<file path="src/rtl/rand_roll_ctrl.sv">
// Slowing-roll sampler for the 4-bit LFSR: samples i_rand at growing intervals, then freezes.
// Optional HISTORY_EN adds o_prev_digit, the digit shown before the last completed roll.
module rand_roll_ctrl #(
  parameter int unsigned INIT_INTERVAL = 5_000_000,
  parameter int unsigned INTERVAL_STEP = 2_500_000,
  parameter int unsigned NUM_STEPS     = 16,
  parameter int unsigned CNT_W         = 32
) (
  input  logic       i_clk,
  input  logic       i_reset,
  input  logic       i_start,
  input  logic [3:0] i_rand,
  output logic       o_rand_req,
  output logic [3:0] o_digit,
  output logic       o_busy,
  output logic       o_done
`ifdef HISTORY_EN
  ,
  output logic [3:0] o_prev_digit
`endif
);

  typedef enum logic {
    IDLE,
    ROLL
  } state_t;

  localparam logic [CNT_W-1:0] INIT_V = CNT_W'(INIT_INTERVAL);
  localparam logic [CNT_W-1:0] STEP_V = CNT_W'(INTERVAL_STEP);
  localparam logic [CNT_W-1:0] LAST_V = CNT_W'(NUM_STEPS - 1);
  localparam logic [CNT_W-1:0] ONE_V  = CNT_W'(1);

  state_t           state;
  logic [CNT_W-1:0] cnt;
  logic [CNT_W-1:0] interval;
  logic [CNT_W-1:0] step;
  logic             tick;
  logic             last;
  logic [CNT_W:0]   grown;
  logic [CNT_W-1:0] next_interval;

`ifdef HISTORY_EN
  logic [3:0] start_digit;
`endif

  // cnt runs 1..interval, so the tick lands exactly interval cycles after the previous event
  always_comb begin
    tick          = (state == ROLL) && (cnt == interval);
    last          = (step == LAST_V);
    grown         = {1'b0, interval} + {1'b0, STEP_V};
    next_interval = grown[CNT_W] ? '1 : grown[CNT_W-1:0];
  end

  assign o_rand_req = tick && !i_reset;

  always_ff @(posedge i_clk) begin
    if (i_reset) begin
      state    <= IDLE;
      cnt      <= '0;
      interval <= '0;
      step     <= '0;
      o_digit  <= '0;
      o_busy   <= 1'b0;
      o_done   <= 1'b0;
`ifdef HISTORY_EN
      start_digit  <= '0;
      o_prev_digit <= '0;
`endif
    end else begin
      o_done <= 1'b0;
      case (state)
        IDLE: begin
          if (i_start) begin
            state    <= ROLL;
            o_busy   <= 1'b1;
            cnt      <= ONE_V;
            interval <= INIT_V;
            step     <= '0;
`ifdef HISTORY_EN
            start_digit <= o_digit;
`endif
          end
        end
        ROLL: begin
          if (tick) begin
            o_digit  <= i_rand;
            cnt      <= ONE_V;
            step     <= step + ONE_V;
            interval <= next_interval;
            if (last) begin
              state  <= IDLE;
              o_busy <= 1'b0;
              o_done <= 1'b1;
`ifdef HISTORY_EN
              o_prev_digit <= start_digit;
`endif
            end
          end else begin
            cnt <= cnt + ONE_V;
          end
        end
        default: state <= IDLE;
      endcase
    end
  end

endmodule

</file>
<file path="config.mk">
export PLATFORM = sky130hd
export DESIGN_NAME = rand_roll_ctrl
export DESIGN_NICKNAME = d
export VERILOG_FILES = /design/src/rtl/rand_roll_ctrl.sv
export SDC_FILE = /design/constraint.sdc
export NUM_CORES = 1
export LEC_CHECK = 0
export ABC_AREA = 0
export ABC_CLOCK_PERIOD_IN_PS = 2600
export CAP_MARGIN = 20
export CORE_MARGIN = 5
export CORE_UTILIZATION = 60
export CTS_BUF_LIST = sky130_fd_sc_hd__clkbuf_4 sky130_fd_sc_hd__clkbuf_8
export DETAILED_ROUTE_END_ITERATION = 10
export PLACE_DENSITY = 0.88
export SYNTH_ARGS = -nofsm -noshare
export SYNTH_HDL_FRONTEND = slang
export SYNTH_SLANG_ARGS = --single-unit
</file>
<file path="constraint.sdc">
create_clock -name i_clk -period 2.6 [get_ports i_clk]
set_input_delay 0.52 -clock i_clk [delete_from_list [all_inputs] [get_ports i_clk]]
set_output_delay 0.52 -clock i_clk [all_outputs]
set_load 0.005 [all_outputs]
</file>
==> results.md, run 1 <==
* Status: finished, violations left
* Violated checks: setup timing
* Clk_skew at 12.8 ps
* Routed vias/inst at 7.21
* Mapped Nets at 686
* Leakage at 2.40 nW
* H-tree depth at 3
* Worst EP required at 2080 ps
* Die area at 11300 µm²
* Mapped Avg Cell Area at 8.21 µm²
* Hold Buf Count CTS at 0
* Grt total ovfl at 0
* Clk Latency, worst-skew pair at 390 ps
* GPL Wtd Cong at 0.938
* Area after DPL at 6090 µm²
* Post-synthesis cell count at 676
* Post-synthesis cell area at 5550 µm²
* Per-cell routed wire length at 20.7 µm
* Cell Count, Final, Fillers Out at 835
* Critical Path Start Type: flip-flop
* Largest net degree at the start of global routing at 46
* Pwr/cell area at 479 nW/µm²
* Tcrit/Tclk final at 101%
* Ports at 14
* Achievable Freq at 380 MHz
* Endpoints failing hold at 0
* WP data arrival at 2110 ps
* Clk slew on worst S/H paths at 110 ps
* Nets at 729
* Crit Path Category: flip-flop to output port
* Worst-margin pin slew at 634 ps
* # clock sinks at 99
* Top_reg_cell synth: dfxtp_1
* Pwr Total at 3.09 mW
* Hold Path Class: flip-flop to flip-flop
* Row count at 35
* Final count of pins violating max slew at 0
* Detailed Route WL at 17200 µm
* N_diodes at 0
* Max rail drop VDD at 0.385 mV
* Final worst path period need at 2630 ps
* Chip width at 106 µm
* Num CTS Buffers at 9
* Yosys warns at 0
* Clk root buf: clkbuf_8
* Initial antenna violation count at 0
* CTS tree: built
* Die Height at 106 µm
* Max_slew headroom at 57.6%
* Worst-path maximum fanout at 2
* Async set-or-reset flop fraction in the synthesized netlist at 0%
* Final setup margin at -31.0 ps
* DRT iter0 DRCs at 846
* Antenna viol nets, final at 0
* CP endpoint kind: output port
* Register area share after synthesis at 35.7%
* Drt pass-1 iters at 7
* Post-synthesis register bit count at 99
* Fin util at 70.9%
* Core Region at 9110 µm²
* Vias in the first global route at 5753
* Synth cell types at 61
* DR DRC count at 0
* First-pass GRT wire length at 27400 µm
* Fin area at 6460 µm²
* Max_cap viols at 0
* GRT Total Usage at 29.4%
* Layout area overhead at 16.4%
* Starting Density at 60.9%
* Post-DP HPWL at 11200 µm
* Clock buffer depth at 2
* Unrepaired setup endpoints after global routing: yes
* Share of layout cells above drive strength 1 at 17.4%
* Port bufs at 13
* Placed cell count at 810
* Place WS at 13.5 ps
* Final setup vio count at 1
* Routed via count at 6022
* EDFF count, synth at 0
final cells by class:
cell class | instances | area (µm²)
timing repair buffer | 81 | 691
tap | 111 | 139
clock buffer | 9 | 124
inverter | 18 | 67.6
sequential | 99 | 2000
multi-input combinational | 510 | 3340
clock inverter | 7 | 97.6
fill | 654 | 2650
critical path: stages, from the launching register on:
cell and delay, ps:
dfxtp_4 370, xor2_1 170, nor4_2 420, and4_4 300
nand4_1 200, inv_1 150, buf_2 130
routing by layer:
layer	share of wire, %	vias to the layer above	GRT usage [%]
met1	39	2811	37.5
met4	4.2	0	13.5
met2	46	448	48.4
li1	-	2674	-
met3	11	89	4.98
met5	0	-	0
logic make-up after synthesis:
group	share of synthesized area, %
adders and majority gates	0.677
AOI/OAI and AO/OA	25.1
and+or+nand+nor	26.3
buffers and inverters	5.41
xor gates and xnor gates	5.35
muxes	1.44
DFF	35.7
path summary, 6_finish.rpt:
path / slack [ps] / to / start / depth (start not counted)
worst max-delay path: -30 / o_rand_req / cnt[9]$_SDFFE_PP0P_ / 6
worst min-delay path: 480 / o_busy$_SDFFE_PP0P_ / o_busy$_SDFFE_PP0P_ / 2
worst max register to register: 20 / step[16]$_SDFFE_PP0P_ / interval[11]$_SDFFE_PP0P_ / 7
worst min register to register: 480 / o_busy$_SDFFE_PP0P_ / o_busy$_SDFFE_PP0P_ / 2
power breakdown:
group          leakage, nW  total (mW)  internal (mW)  switching (mW)
logic                 1.48       0.395          0.155           0.240
clock network        0.106        1.14          0.547           0.592
registers            0.808        1.56           1.53          0.0251
Yosys cell counts, types with 20 or more instances:
| master | number | area share, % |
|---|---|---|
| nand2_1 | 63 | 4.3 |
| nand3_1 | 31 | 2.8 |
| xor2_1 | 29 | 4.6 |
| a31oi_1 | 20 | 2.3 |
| a21oi_1 | 51 | 4.6 |
| o31ai_1 | 29 | 3.9 |
| or4_1 | 24 | 3.2 |
| nor3_1 | 22 | 2.0 |
| nor2_1 | 29 | 2.0 |
| clkbuf_1 | 35 | 2.4 |
| dfxtp_1 | 99 | 36 |
| o21ai_0 | 24 | 2.2 |
stage by stage:
step,setup TNS [ps],hold slack (ps)
floorplan,0,450
global placement,0,449
detailed placement,0,473
CTS,0,487
global route,-441,508
finish,-31.0,485
cell usage in the layout, fill, tap and decap left out, drive strengths merged, types with 11 or more instances in the layout:
master / n
a211oi: 11
a21oi: 51
a22o: 12
a311oi: 11
a31oi: 20
and3: 12
buf: 68
clkdlybuf4s50: 12
dfxtp: 99
inv: 19
nand2: 63
nand3: 31
nand4: 17
nor2: 29
nor3: 22
nor4: 24
o21ai: 24
o31ai: 29
or3: 12
or4: 25
xor2: 30
registers in the layout, summed over array words and instances, names as in the netlist:
register	cells
o_done	1
interval	28
o_busy	1
state	1
o_digit	4
cnt	32
step	32
repair_timing:
item,in CTS,in global routing
endpoints found under the setup margin,1,7
setup buffers,4,4
gates cloned,0,1
gates resized for setup,11,19
pin swaps,2,7
(Power assumes the default switching activity.)
==> run 2: changes to the inputs <==
--- a/config.mk
+++ b/config.mk
@@ -6,7 +6,7 @@
 export NUM_CORES = 1
 export LEC_CHECK = 0
 export ABC_AREA = 0
-export ABC_CLOCK_PERIOD_IN_PS = 2600
+export ABC_CLOCK_PERIOD_IN_PS = 3100
 export CAP_MARGIN = 20
 export CORE_MARGIN = 5
 export CORE_UTILIZATION = 60
==> constraint.sdc (replaced) <==
create_clock -name i_clk -period 3.1 [get_ports i_clk]
set_input_delay 0.62 -clock i_clk [delete_from_list [all_inputs] [get_ports i_clk]]
set_output_delay 0.62 -clock i_clk [all_outputs]
set_load 0.005 [all_outputs]
==> results.md, run 2 (synthesized netlist as in run 1, its figures left out) <==
* Drt pass-1 iters at 6
* Max_slew headroom at 30.1%
* Port bufs at 13
* Clock power share at 35.1%
* Biggest regs: cnt (32), step (32), interval (28)
* Clk_skew at 7.58 ps
* Core Region at 9110 µm²
* Final worst path period need at 2790 ps
* Layout area overhead at 9.00%
* Unrepaired setup endpoints after global routing: no
* Clock buffer depth at 2
* Worst EP required at 3380 ps
* Achievable Freq at 359 MHz
* GRT Total Usage at 26.5%
* Crit Path Category: flip-flop to flip-flop
* Tcrit/Tclk final at 89.9%
* Final TNS setup at 0 ps
* Net Sw Frac at 27.0%
* Detailed Route WL at 15000 µm
* Row count at 35
* Commonest cells after routing, fill and taps aside: dfxtp_1 (83), nand2_1 (63), a21oi_1 (50)
* Vias in the first global route at 5178
* Status: complete, no violations
* Int Pwr at 1.78 mW
* Leakage at 2.16 nW
* Switch Pwr at 658 µW
* Routed vias/inst at 7.02
* Die area at 11300 µm²
* Initial antenna violation count at 0
* N_diodes at 0
* Worst-margin pin slew at 1050 ps
* Most common cell after layout, fill and taps aside: dfxtp_1
* Clk Latency, worst-skew pair at 370 ps
* Post-DP HPWL at 10300 µm
* Max rail drop VDD at 0.279 mV
* H-tree depth at 3
* Die Height at 106 µm
* Starting Density at 60.9%
* GPL Wtd Cong at 0.926
* Grt total ovfl at 0
* CTS tree: built
* Hold Path Class: flip-flop to flip-flop
* Hold Buf Count CTS at 0
* Nets at 687
* DRT iter0 DRCs at 700
* Max_cap viols at 0
* Largest net degree at the start of global routing at 47
* Final count of pins violating max slew at 0
* Comb power frac at 10.9%
* Clk root buf: clkbuf_8
* Sequential Power Share at 54.0%
* Num CTS Buffers at 9
* Ports at 14
* Antenna viol nets, final at 0
* Pwr/cell area at 403 nW/µm²
* DR DRC count at 0
* Worst-path maximum fanout at 46
* CP endpoint kind: flip-flop
* First-pass GRT wire length at 24700 µm
* Routed via count at 5561
* Endpoints failing hold at 0
* WP data arrival at 3070 ps
* # clock sinks at 99
* Critical Path Start Type: flip-flop
* Min Hold Slack at 472 ps
* Share of layout cells above drive strength 1 at 11.6%
* Clk slew on worst S/H paths at 100 ps
* Final setup vio count at 0
* Chip width at 106 µm
* Per-cell routed wire length at 18.9 µm
[run 2: cell type report]
class	instances	area (µm²)
clock buffer	10	138
clock inverter	5	61.3
fill	721	3060
inverter	18	67.6
multi-input combinational	510	3310
sequential	99	2000
tap	111	139
timing repair buffer	39	328
[run 2: per-stage QoR]
step	cell area, µm²	util [%]	setup WS (ps)	power [mW]	instances
floorplan	5550	-	725	1.51	676
global placement	5790	63.5	320	1.58	774
detailed placement	5790	63.5	255	1.59	774
CTS	5990	65.8	2.26	2.44	789
global route	6050	66.4	165	2.52	792
finish	6050	66.4	312	2.44	792
[run 2: metal layers]
metal / vias up / wire length, µm / track usage [%]
met5: - / 0 / 0
met4: 0 / 323 / 8.70
met3: 41 / 1310 / 5.89
met2: 277 / 6960 / 42.9
met1: 2655 / 6400 / 34.9
li1: 2588 / - / -
[run 2: critical path: stages, from the launching register on]
cell      delay, ps
dfxtp_1         360
and4_1          270
a22o_1          270
and4_1          180
buf_4           170
a31oi_4         850
buf_4           290
a32oi_1          60
a311oi_1        260
[run 2: worst paths after layout]
| check | startpoint | endpoint | slack (ps) | cells past startpoint |
|---|---|---|---|---|
| worst max-delay path | cnt[3]$_SDFFE_PP0P_ | cnt[16]$_SDFFE_PP0P_ | 310 | 8 |
| worst min register to register | o_busy$_SDFFE_PP0P_ | o_busy$_SDFFE_PP0P_ | 470 | 2 |
| worst min-delay path | o_busy$_SDFFE_PP0P_ | o_busy$_SDFFE_PP0P_ | 470 | 2 |
| worst max register to register | cnt[3]$_SDFFE_PP0P_ | cnt[16]$_SDFFE_PP0P_ | 310 | 8 |
[run 2: repair_timing]
item / in CTS / in global routing
endpoints found under the hold margin: 0 / 0
resized for setup: 6 / 16
buffers inserted: 0 / 3
pin swaps: 0 / 3
setup endpoints to repair: 1 / 1
[run 2: power groups by stage]
stage / logic [mW] / registers (mW) / clock network, mW
CTS: 0.252 / 1.32 / 0.868
finish: 0.265 / 1.32 / 0.855
detailed placement: 0.247 / 1.35 / 0
global placement: 0.240 / 1.34 / 0
global route: 0.285 / 1.32 / 0.910
floorplan: 0.183 / 1.33 / 0
==> variant (config.mk and constraints of run 1) <==
Change the parameter `CNT_W` from 32 to 16.
--- a/src/rtl/rand_roll_ctrl.sv
+++ b/src/rtl/rand_roll_ctrl.sv
@@ -4,7 +4,7 @@
   parameter int unsigned INIT_INTERVAL = 5_000_000,
   parameter int unsigned INTERVAL_STEP = 2_500_000,
   parameter int unsigned NUM_STEPS     = 16,
-  parameter int unsigned CNT_W         = 32
+  parameter int unsigned CNT_W         = 16
 ) (
   input  logic       i_clk,
   input  logic       i_reset,
Formal check against the unedited RTL: no difference found for any inputs over 10 cycles, from zero or initial values and one cycle with i_reset high; that may be too few to reach the edited logic, so the function may still have changed.
==> variant against run 1 <==
Clock skew fell by 0.0070 ns. Die area fell by 45%. Cell area fell by 50%. Clock power fell by 54%. Setup slack improved by 0.14 ns. Sequential cell count fell by 48. Maximum frequency rose by 5.5%. Global-route usage fell by 4.3 points. Synthesized cell count fell by 48%. Sequential power fell by 47%. Routed wire length fell by 57%. Area after synthesis fell by 49%. Final cell count fell by 49%. Total power fell by 48%. Critical path type unchanged.
==> variant: results <==
{
  "outcome": "finished, final reports clean",
  "antenna_found_initial": 0,
  "r2r_slack_ns": 0.36,
  "cts_root_buf": "clkbuf_8",
  "synthXorXnorAreaFrac_pct": 6.24,
  "cts_made_buffers": 5,
  "ys_warn_count": 0,
  "portBuffers": 13,
  "firstDrtPassIters": 7,
  "cts_hold_buf": 0,
  "clockBufferDepth": 2,
  "gp_congestion": 0.866,
  "startpoint": "interval[3]",
  "grt_pass1_vias": 2691,
  "crit_family": "simple AND/OR/NAND/NOR gates",
  "powerDensity_mw_per_mm2": 492,
  "drt_iter0_drc": 306,
  "clk_latency_ns": 0.31,
  "holdCritPathClass": "reg2reg",
  "synthTopCellsByCount": "dfxtp_1 (51), nand2_1 (48), clkbuf_1 (22), nand3_1 (22), nor2_1 (17)",
  "skew_ns": 0.00578,
  "routed_wl_mm": 7.38,
  "htree_levels": 2,
  "track_usage_pct": 25.1,
  "worst_pin_slew_ns": 0.892,
  "antenna_cells": 0,
  "ys_seq_area_share_pct": 36.4,
  "synth_edf_count": 0,
  "critPathSlowestCell": "or4_4",
  "setup_viol": 0,
  "synth_fa_ha_area_share_pct": 1.34,
  "synth_fp_nets": 360,
  "cts_setup_buffers": 0,
  "synth-compound-area-share_pct": 18.3,
  "path_clk_slew_ns": 0.09,
  "worstRegToRegCells": 6,
  "max_stage_delay_ns": 0.54,
  "final_nets": 384,
  "power.leakage_nw": 1.23,
  "synth_mux_area_share_pct": 3.21,
  "worst_ep_arrival_time_ns": 1.97,
  "crit_fanout": 2,
  "largestRegisters": "cnt: 16 flops, step: 16 flops, interval: 12 flops",
  "vias_per_cell": 6.75,
  "drive_above_1_share_pct": 12.5,
  "synth_cell_types": 51,
  "hpwl_mm": 5.03,
  "ir_drop_mv": 0.394,
  "grt_start_max_net_pins": 60,
  "grt_pass1_wl_mm": 12.5,
  "synth_flop_cell": "dfxtp_1",
  "async_reset_ff_share_pct": 0,
  "synth_area_leaders": "dfxtp_1 (36%), nand2_1 (6.4%), xor2_1 (5.0%)",
  "endpoint": "o_rand_req",
  "r2r_end": "step[11]"
}
## variant: how the worst min path moves through the flow
stage	start	to	slack [ns]	cells past startpoint
after floorplan	o_digit[0]	o_digit[0]	0.45	2
after global placement	o_digit[0]	o_digit[0]	0.44	2
after detailed placement	o_digit[1]	o_digit[1]	0.45	2
after CTS	o_digit[1]	o_digit[1]	0.46	2
after global routing	o_digit[0]	o_digit[0]	0.49	2
final	o_digit[1]	o_digit[1]	0.47	2
## variant: cells by family (layout without fill, tap and decap cells)
family	Yosys count	after routing
mux	9	9
flops	51	51
simple gates	162	162
compound gates	73	73
fa+ha+maj	3	3
buf+inv	32	57
xor+xnor	20	20
## variant: final cells by class
class | count | area, um^2
multi-input combinational | 267 | 1690
fill | 315 | 1190
sequential | 51 | 1020
timing repair buffer | 42 | 347
clock buffer | 8 | 104
tap | 52 | 65.1
inverter | 7 | 26.3
## variant: repair_timing
item | CTS | global route
pin swaps | 1 | 1
resized for setup | 6 | 0
setup endpoints to repair | 1 | 1
## variant: worst reg2reg max path, cell delays in order, from the launching register on
cell	delay, ns
dfxtp_1	0.33
or4_4	0.54
o2bb2ai_4	0.13
nand4_2	0.12
buf_4	0.34
or4_1	0.58
a21oi_1	0.15
## variant: power breakdown
part,total [mW],internal (mW),switching (mW)
Combinational,0.255,0.0970,0.158
Clock,0.521,0.254,0.267
Sequential,0.823,0.801,0.0216
## variant: per-stage QoR
step / power, mW / setup WS [ns] / std cells / instance area, um^2 / hold slack (ns)
finish: 1.60 / 0.106 / 427 / 3250 / 0.465
global route: 1.67 / 0.0256 / 427 / 3250 / 0.488
CTS: 1.60 / 0.0929 / 427 / 3250 / 0.465
detailed placement: 1.08 / 0.0355 / 419 / 3120 / 0.452
global placement: 1.07 / 0.0778 / 419 / 3120 / 0.443
floorplan: 1.00 / 0.355 / 350 / 2810 / 0.451
## variant: routing by layer
layer	GRT usage [%]	wire length [um]
met1	33.7	3300
met5	0	0
met2	40.8	3380
met4	8.39	146
met3	4.46	564
